## config.mk

```make
export PLATFORM = sky130hd
export DESIGN_NAME = mem_bus_arbiter
export DESIGN_NICKNAME = d
export VERILOG_FILES = /design/src/rtl/mem_bus_arbiter.sv
export SDC_FILE = /design/constraint.sdc
export NUM_CORES = 1
export LEC_CHECK = 0
export ABC_AREA = 1
export ABC_CLOCK_PERIOD_IN_PS = 5420
export CORE_AREA = 10 10 144 146
export CTS_CLUSTER_SIZE = 28
export DETAILED_ROUTE_END_ITERATION = 10
export DIE_AREA = 0 0 154 156
export DONT_BUFFER_PORTS = 1
export GPL_TIMING_DRIVEN = 0
export PLACE_DENSITY = 0.42
export SLEW_MARGIN = 20
export SYNTH_ARGS = -nofsm -noshare
export SYNTH_HDL_FRONTEND = slang
export SYNTH_SLANG_ARGS = --single-unit
```

## constraint.sdc

```tcl
create_clock -name clock -period 5.42 [get_ports clock]
set_input_delay 1.084 -clock clock [delete_from_list [all_inputs] [get_ports clock]]
set_output_delay 1.084 -clock clock [all_outputs]
set_load 0.01 [all_outputs]
```

## src/rtl/mem_bus_arbiter.sv

```systemverilog
// Arbitrates the shared memory port between icache and dcache. Dcache wins by default,
// the icache is guaranteed a grant after a bounded wait, and load tags are steered to their owner.
module mem_bus_arbiter #(
    parameter int XLEN         = 32,
    parameter int STARVE_LIMIT = 4
) (
    input  logic            clock,
    input  logic            reset,
    input  logic            squash_flag,
    input  logic [1:0]      Icache2mem_command,
    input  logic [XLEN-1:0] Icache2mem_addr,
    input  logic [1:0]      Dcache2mem_command,
    input  logic [XLEN-1:0] Dcache2mem_addr,
    input  logic [63:0]     Dcache2mem_data,
    input  logic [3:0]      mem2proc_response,
    input  logic [63:0]     mem2proc_data,
    input  logic [3:0]      mem2proc_tag,
    output logic [1:0]      proc2mem_command,
    output logic [XLEN-1:0] proc2mem_addr,
    output logic [63:0]     proc2mem_data,
    output logic            Dcache_on_bus,
    output logic [3:0]      Imem2proc_response,
    output logic [3:0]      Dmem2proc_response,
    output logic [3:0]      Imem2proc_tag,
    output logic [3:0]      Dmem2proc_tag,
    output logic [63:0]     mem2proc_data_out,
    output logic [3:0]      outstanding_cnt
);

    localparam logic [1:0] BUS_NONE    = 2'd0;
    localparam logic [1:0] BUS_LOAD    = 2'd1;
    localparam logic [3:0] LIMIT       = 4'(STARVE_LIMIT);
    localparam logic       OWNER_I     = 1'b0;

    // Owner table: bit n describes memory tag n; tag 0 means "no tag" and is never valid.
    logic [15:0] valid_q, valid_d;
    logic [15:0] owner_q, owner_d;
    logic [3:0]  starve_q, starve_d;
    logic [3:0]  outstanding_q, outstanding_d;

    logic i_req, d_req, istarved;
    logic grant_i, grant_d;
    logic alloc;
    logic tag_hit;

    // Reset masks the requests so nothing reaches memory and no response is routed.
    always_comb begin
        i_req    = !reset && (Icache2mem_command != BUS_NONE);
        d_req    = !reset && (Dcache2mem_command != BUS_NONE);
        istarved = (starve_q >= LIMIT);
        grant_d  = d_req && !(i_req && istarved);
        grant_i  = i_req && !grant_d;
    end

    always_comb begin
        proc2mem_command   = BUS_NONE;
        proc2mem_addr      = '0;
        if (grant_d) begin
            proc2mem_command = Dcache2mem_command;
            proc2mem_addr    = Dcache2mem_addr;
        end else if (grant_i) begin
            proc2mem_command = Icache2mem_command;
            proc2mem_addr    = Icache2mem_addr;
        end
        proc2mem_data      = Dcache2mem_data;
        Dcache_on_bus      = grant_d;
        Imem2proc_response = grant_i ? mem2proc_response : 4'd0;
        Dmem2proc_response = grant_d ? mem2proc_response : 4'd0;
        mem2proc_data_out  = mem2proc_data;
        outstanding_cnt    = outstanding_q;
    end

    // Returning data is steered from the registered table, so a same-cycle squash still delivers it.
    always_comb begin
        tag_hit       = !reset && (mem2proc_tag != 4'd0) && valid_q[mem2proc_tag];
        Imem2proc_tag = 4'd0;
        Dmem2proc_tag = 4'd0;
        if (tag_hit) begin
            if (owner_q[mem2proc_tag] == OWNER_I) Imem2proc_tag = mem2proc_tag;
            else                                  Dmem2proc_tag = mem2proc_tag;
        end
    end

    assign alloc = (grant_i || grant_d) && (proc2mem_command == BUS_LOAD)
                   && (mem2proc_response != 4'd0);

    // NOTE: every _d starts from its _q value, so each path is fully assigned and no latch is inferred.
    always_comb begin
        valid_d = valid_q;
        owner_d = owner_q;
        if (squash_flag) begin
            for (int i = 1; i < 16; i++) begin
                if (owner_q[i] == OWNER_I) valid_d[i] = 1'b0;
            end
        end
        if (tag_hit) valid_d[mem2proc_tag] = 1'b0;
        // Allocation is applied last so a tag reused by memory in the same cycle stays owned.
        if (alloc) begin
            valid_d[mem2proc_response] = 1'b1;
            owner_d[mem2proc_response] = grant_d;
        end
        valid_d[0] = 1'b0;
        if (reset) begin
            valid_d = '0;
            owner_d = '0;
        end
    end

    always_comb begin
        starve_d = 4'd0;
        if (i_req && !grant_i) starve_d = (starve_q == 4'hF) ? 4'hF : starve_q + 4'd1;
        if (reset) starve_d = 4'd0;
    end

    always_comb begin
        outstanding_d = 4'd0;
        for (int i = 1; i < 16; i++) begin
            outstanding_d = outstanding_d + {3'd0, valid_d[i]};
        end
    end

    // NOTE: the table is ordinary flops, so clearing it on reset is cheap and keeps ownership sane.
    always_ff @(posedge clock) begin
        valid_q       <= valid_d;
        owner_q       <= owner_d;
        starve_q      <= starve_d;
        outstanding_q <= outstanding_d;
    end

endmodule
```

==> results of run 1 <==
[kinds of logic after synthesis]
kind of cell | synth area share, %
and+or+nand+nor | 33.6
AOI/OAI and AO/OA | 8.85
adders and majority gates | 5.86
other | 0.0924
buffers and inverters | 31.9
xor gates and xnor gates | 0.432
DFF | 19.2
[metal layers]
| layer | vias to the layer above | track usage, % | share of wire [%] |
|---|---|---|---|
| met4 | 0 | 3.15 | 1.6 |
| met5 | - | 0 | 0 |
| met1 | 1674 | 14.1 | 36 |
| met2 | 222 | 23.6 | 51 |
| li1 | 1877 | - | - |
| met3 | 10 | 5.73 | 11 |
[cell usage in the layout (no fill, tap or decap), types with 4 or more instances in the layout]
cell | netlist | routed
buf_1 | 5 | 5
inv_1 | 47 | 47
dfxtp_1 | 39 | 39
nor2_1 | 52 | 51
o21ai_0 | 4 | 4
clkbuf_1 | 10 | 10
o22ai_1 | 9 | 9
clkbuf_16 | 0 | 5
nor3_1 | 7 | 7
buf_6 | 5 | 5
nand2_2 | 7 | 7
a21boi_0 | 15 | 15
buf_4 | 130 | 130
nand2_1 | 161 | 161
a21oi_1 | 34 | 34
inv_2 | 4 | 4
nand3_1 | 72 | 72
nor2_2 | 4 | 5
fa_1 | 10 | 10
[critical path: cells and delay by family]
kind,cells,cell delay (ns)
compound gates,1,0.10
fa+ha+maj,6,2.79
buf+inv,4,0.41
xor+xnor,1,0.17
simple gates,8,0.78
[state kept, by name, summed over array words and instances, names as in the netlist]
register         flops
outstanding_cnt      4
owner_q             16
starve_q             4
valid_q             15
[power breakdown]
part	internal [mW]	switching, mW
registers	0.292	0.00394
clock network	0.196	0.120
logic	0.0982	0.164
total	0.586	0.288
[worst min-delay path by stage]
stage	slack [ns]	cells after the start	startpoint	endpoint
floorplan	0.41	2	owner_q[0]	owner_q[0]
global placement	0.43	2	owner_q[0]	owner_q[0]
detailed placement	0.43	1	starve_q[0]	starve_q[0]
CTS	0.44	2	owner_q[0]	owner_q[0]
global route	0.46	2	owner_q[0]	owner_q[0]
finish	0.44	2	owner_q[0]	owner_q[0]
[final cells by class]
cell class	instances	area share (%)
Multi-Input combinational cell	390	44.0
Buffer	153	24.5
Sequential cell	39	17.3
Tap cell	229	6.36
Inverter	51	4.25
Clock buffer	7	3.39
Clock inverter	1	0.167
[what timing repair did]
item / 4_1_cts / 5_1_grt
endpoints found under the setup margin: 0 / 1
gates resized for setup: 0 / 1
hold buffers: 0 / 0
setup buffers: 0 / 0
==> flow_metrics.py, run 1 <==
metrics = {
    "critical_path": {
        "cp_max_fo": 10,
        "cp-start-kind": "input pin",
        "regToRegSetupSlack_ns": 0.80,
        "cp_data_arrival_time_ns": 5.33,
        "endpoint_kind": "flip-flop",
        "worst_ep_required_time_ns": 5.59,
        "ff2ff_path_depth": 17,
        "path_cells": "inv_2 -> nand2_4 -> nor2_2 -> nand2_1 -> nand2_1 -> nor2_2 -> nand2_2 -> buf_6 -> nand3_1 -> nand2_1 -> a21oi_1 -> fa_1 -> inv_1 -> fa_1 -> fa_1 -> fa_1 -> inv_1 -> fa_1 -> fa_1 -> xor2_1",
        "crit_start": "mem2proc_tag[0]",
        "crit_slowest_cell": "fa_1",
        "crit_end": "outstanding_cnt[2]",
        "worst_path_most_repeated_cell": "fa_1",
        "r2r-start": "starve_q[2]",
        "slowest_delay_ns": 0.56,
        "r2r-end": "outstanding_cnt[2]",
        "crit_type": "input pin to flip-flop",
    },
    "drt": {
        "drt-pass1-iter-count": 5,
        "dr.first_iter.drc_count": 200,
        "vias_per_cell": 4.35,
        "vias": 3783,
        "ant_nets": 0,
        "wirelength_mm": 17.5,
        "wl_per_cell_um": 20.2,
        "drcViolationCount": 0,
    },
    "synth": {
        "synthFlopType": "dfxtp_1",
        "synth_top_area_share_pct": 24.1,
        "ys_ff_latch": 39,
        "synth.distinct_cells": 28,
        "synth_common_cells": "161 x nand2_1, 130 x buf_4, 72 x nand3_1",
        "synth_warnings": 0,
        "synth_area_um2": 4060,
        "yosysSeqAreaShare_pct": 19.2,
        "synth_area_leaders": "buf_4 24%, dfxtp_1 19%, nand2_1 15%",
        "syn_inst": 633,
        "synth_area_leader_cell": "buf_4",
        "async_flop_share_pct": 0,
        "syn-num-nets": 853,
        "syn_avg_cell_area_um2": 6.41,
        "yosysMostFrequentCell": "nand2_1",
        "synth-edff-count": 0,
    },
    "timing": {
        "clock_skew_ns": 0.00877,
        "holdWs_ns": 0.437,
        "setup_ws_ns": 0.264,
        "worst_slew_pin_slew_ns": 0.554,
        "setup_viol": 0,
        "drv_slew": 0,
        "hold_viol": 0,
        "fin_crit_sh_pct": 95.1,
        "setup_tns_ns": 0,
        "max-slew-margin-rel_pct": 63.1,
        "period_minus_slack_ns": 5.16,
        "fmax_mhz": 194,
        "rsz0062_at_grt": "no",
    },
    "power_and_ir_drop": {
        "power.total_uw": 875,
        "power.density_nw_per_um2": 194,
        "leakage_nw": 2.07,
        "ir_drop_uv": 101,
    },
    "cells_and_area": {
        "final_area_um2": 4510,
        "fin_util_pct": 25.3,
        "nFillCells": 2033,
        "diodes": 0,
        "drive_gt1_share_pct": 26.4,
        "area_growth_pct": 11.1,
        "final-seq-area_um2": 781,
        "final_nets": 860,
        "instances_no_fill": 870,
        "multi_input_area_um2": 1980,
    },
    "clock_tree": {
        "clk_pin_slew_ns": 0.06,
        "ctsLongestPathBuffers": 2,
        "root_buffer": "clkbuf_16",
        "cts_tree": "done",
        "cts_made_buffers": 5,
        "h-tree-depth": 2,
        "insertion_delay_ns": 0.28,
        "cts_sinks": 39,
    },
    "floorplanning": {
        "core_area_um2": 17800,
        "start_util_pct": 22.7,
        "io_pins": 390,
        "dieHeight_um": 156,
        "fp.dieW_um": 154,
        "die-area_um2": 24000,
        "std_cell_rows": 49,
    },
    "global_routing": {
        "grt_start_max_net_pins": 13,
        "antenna_found_initial": 0,
        "grt_pass1_vias": 4135,
        "grt_overflow": 0,
        "grt_usage_pct": 13.2,
        "grt_first_pass_wirelength_mm": 25.2,
    },
    "placement": {
        "place_ws_ns": -0.0616,
        "place_hpwl_mm": 15.7,
        "dp_cells": 862,
        "io_buffer_count": 0,
        "post_dp_cell_area_um2": 4340,
        "gp_congestion": 0.795,
    },
    "worst_hold_path": {
        "hp-class": "flip-flop to flip-flop",
    },
    "run": {
        "max_cap_viol_count": 0,
    },
    "status": {
        "status": "finished clean",
    },
}
Power figures use the tool's default switching activity.
==> inputs of run 2 (changes only) <==
--- a/config.mk
+++ b/config.mk
@@ -12,6 +12,7 @@
 export DETAILED_ROUTE_END_ITERATION = 10
 export DIE_AREA = 0 0 154 156
 export DONT_BUFFER_PORTS = 1
+export GPL_ROUTABILITY_DRIVEN = 0
 export GPL_TIMING_DRIVEN = 0
 export PLACE_DENSITY = 0.42
 export SLEW_MARGIN = 20
==> results of run 2 <==
Final layout, timing and power as in run 1 (identical DEF).
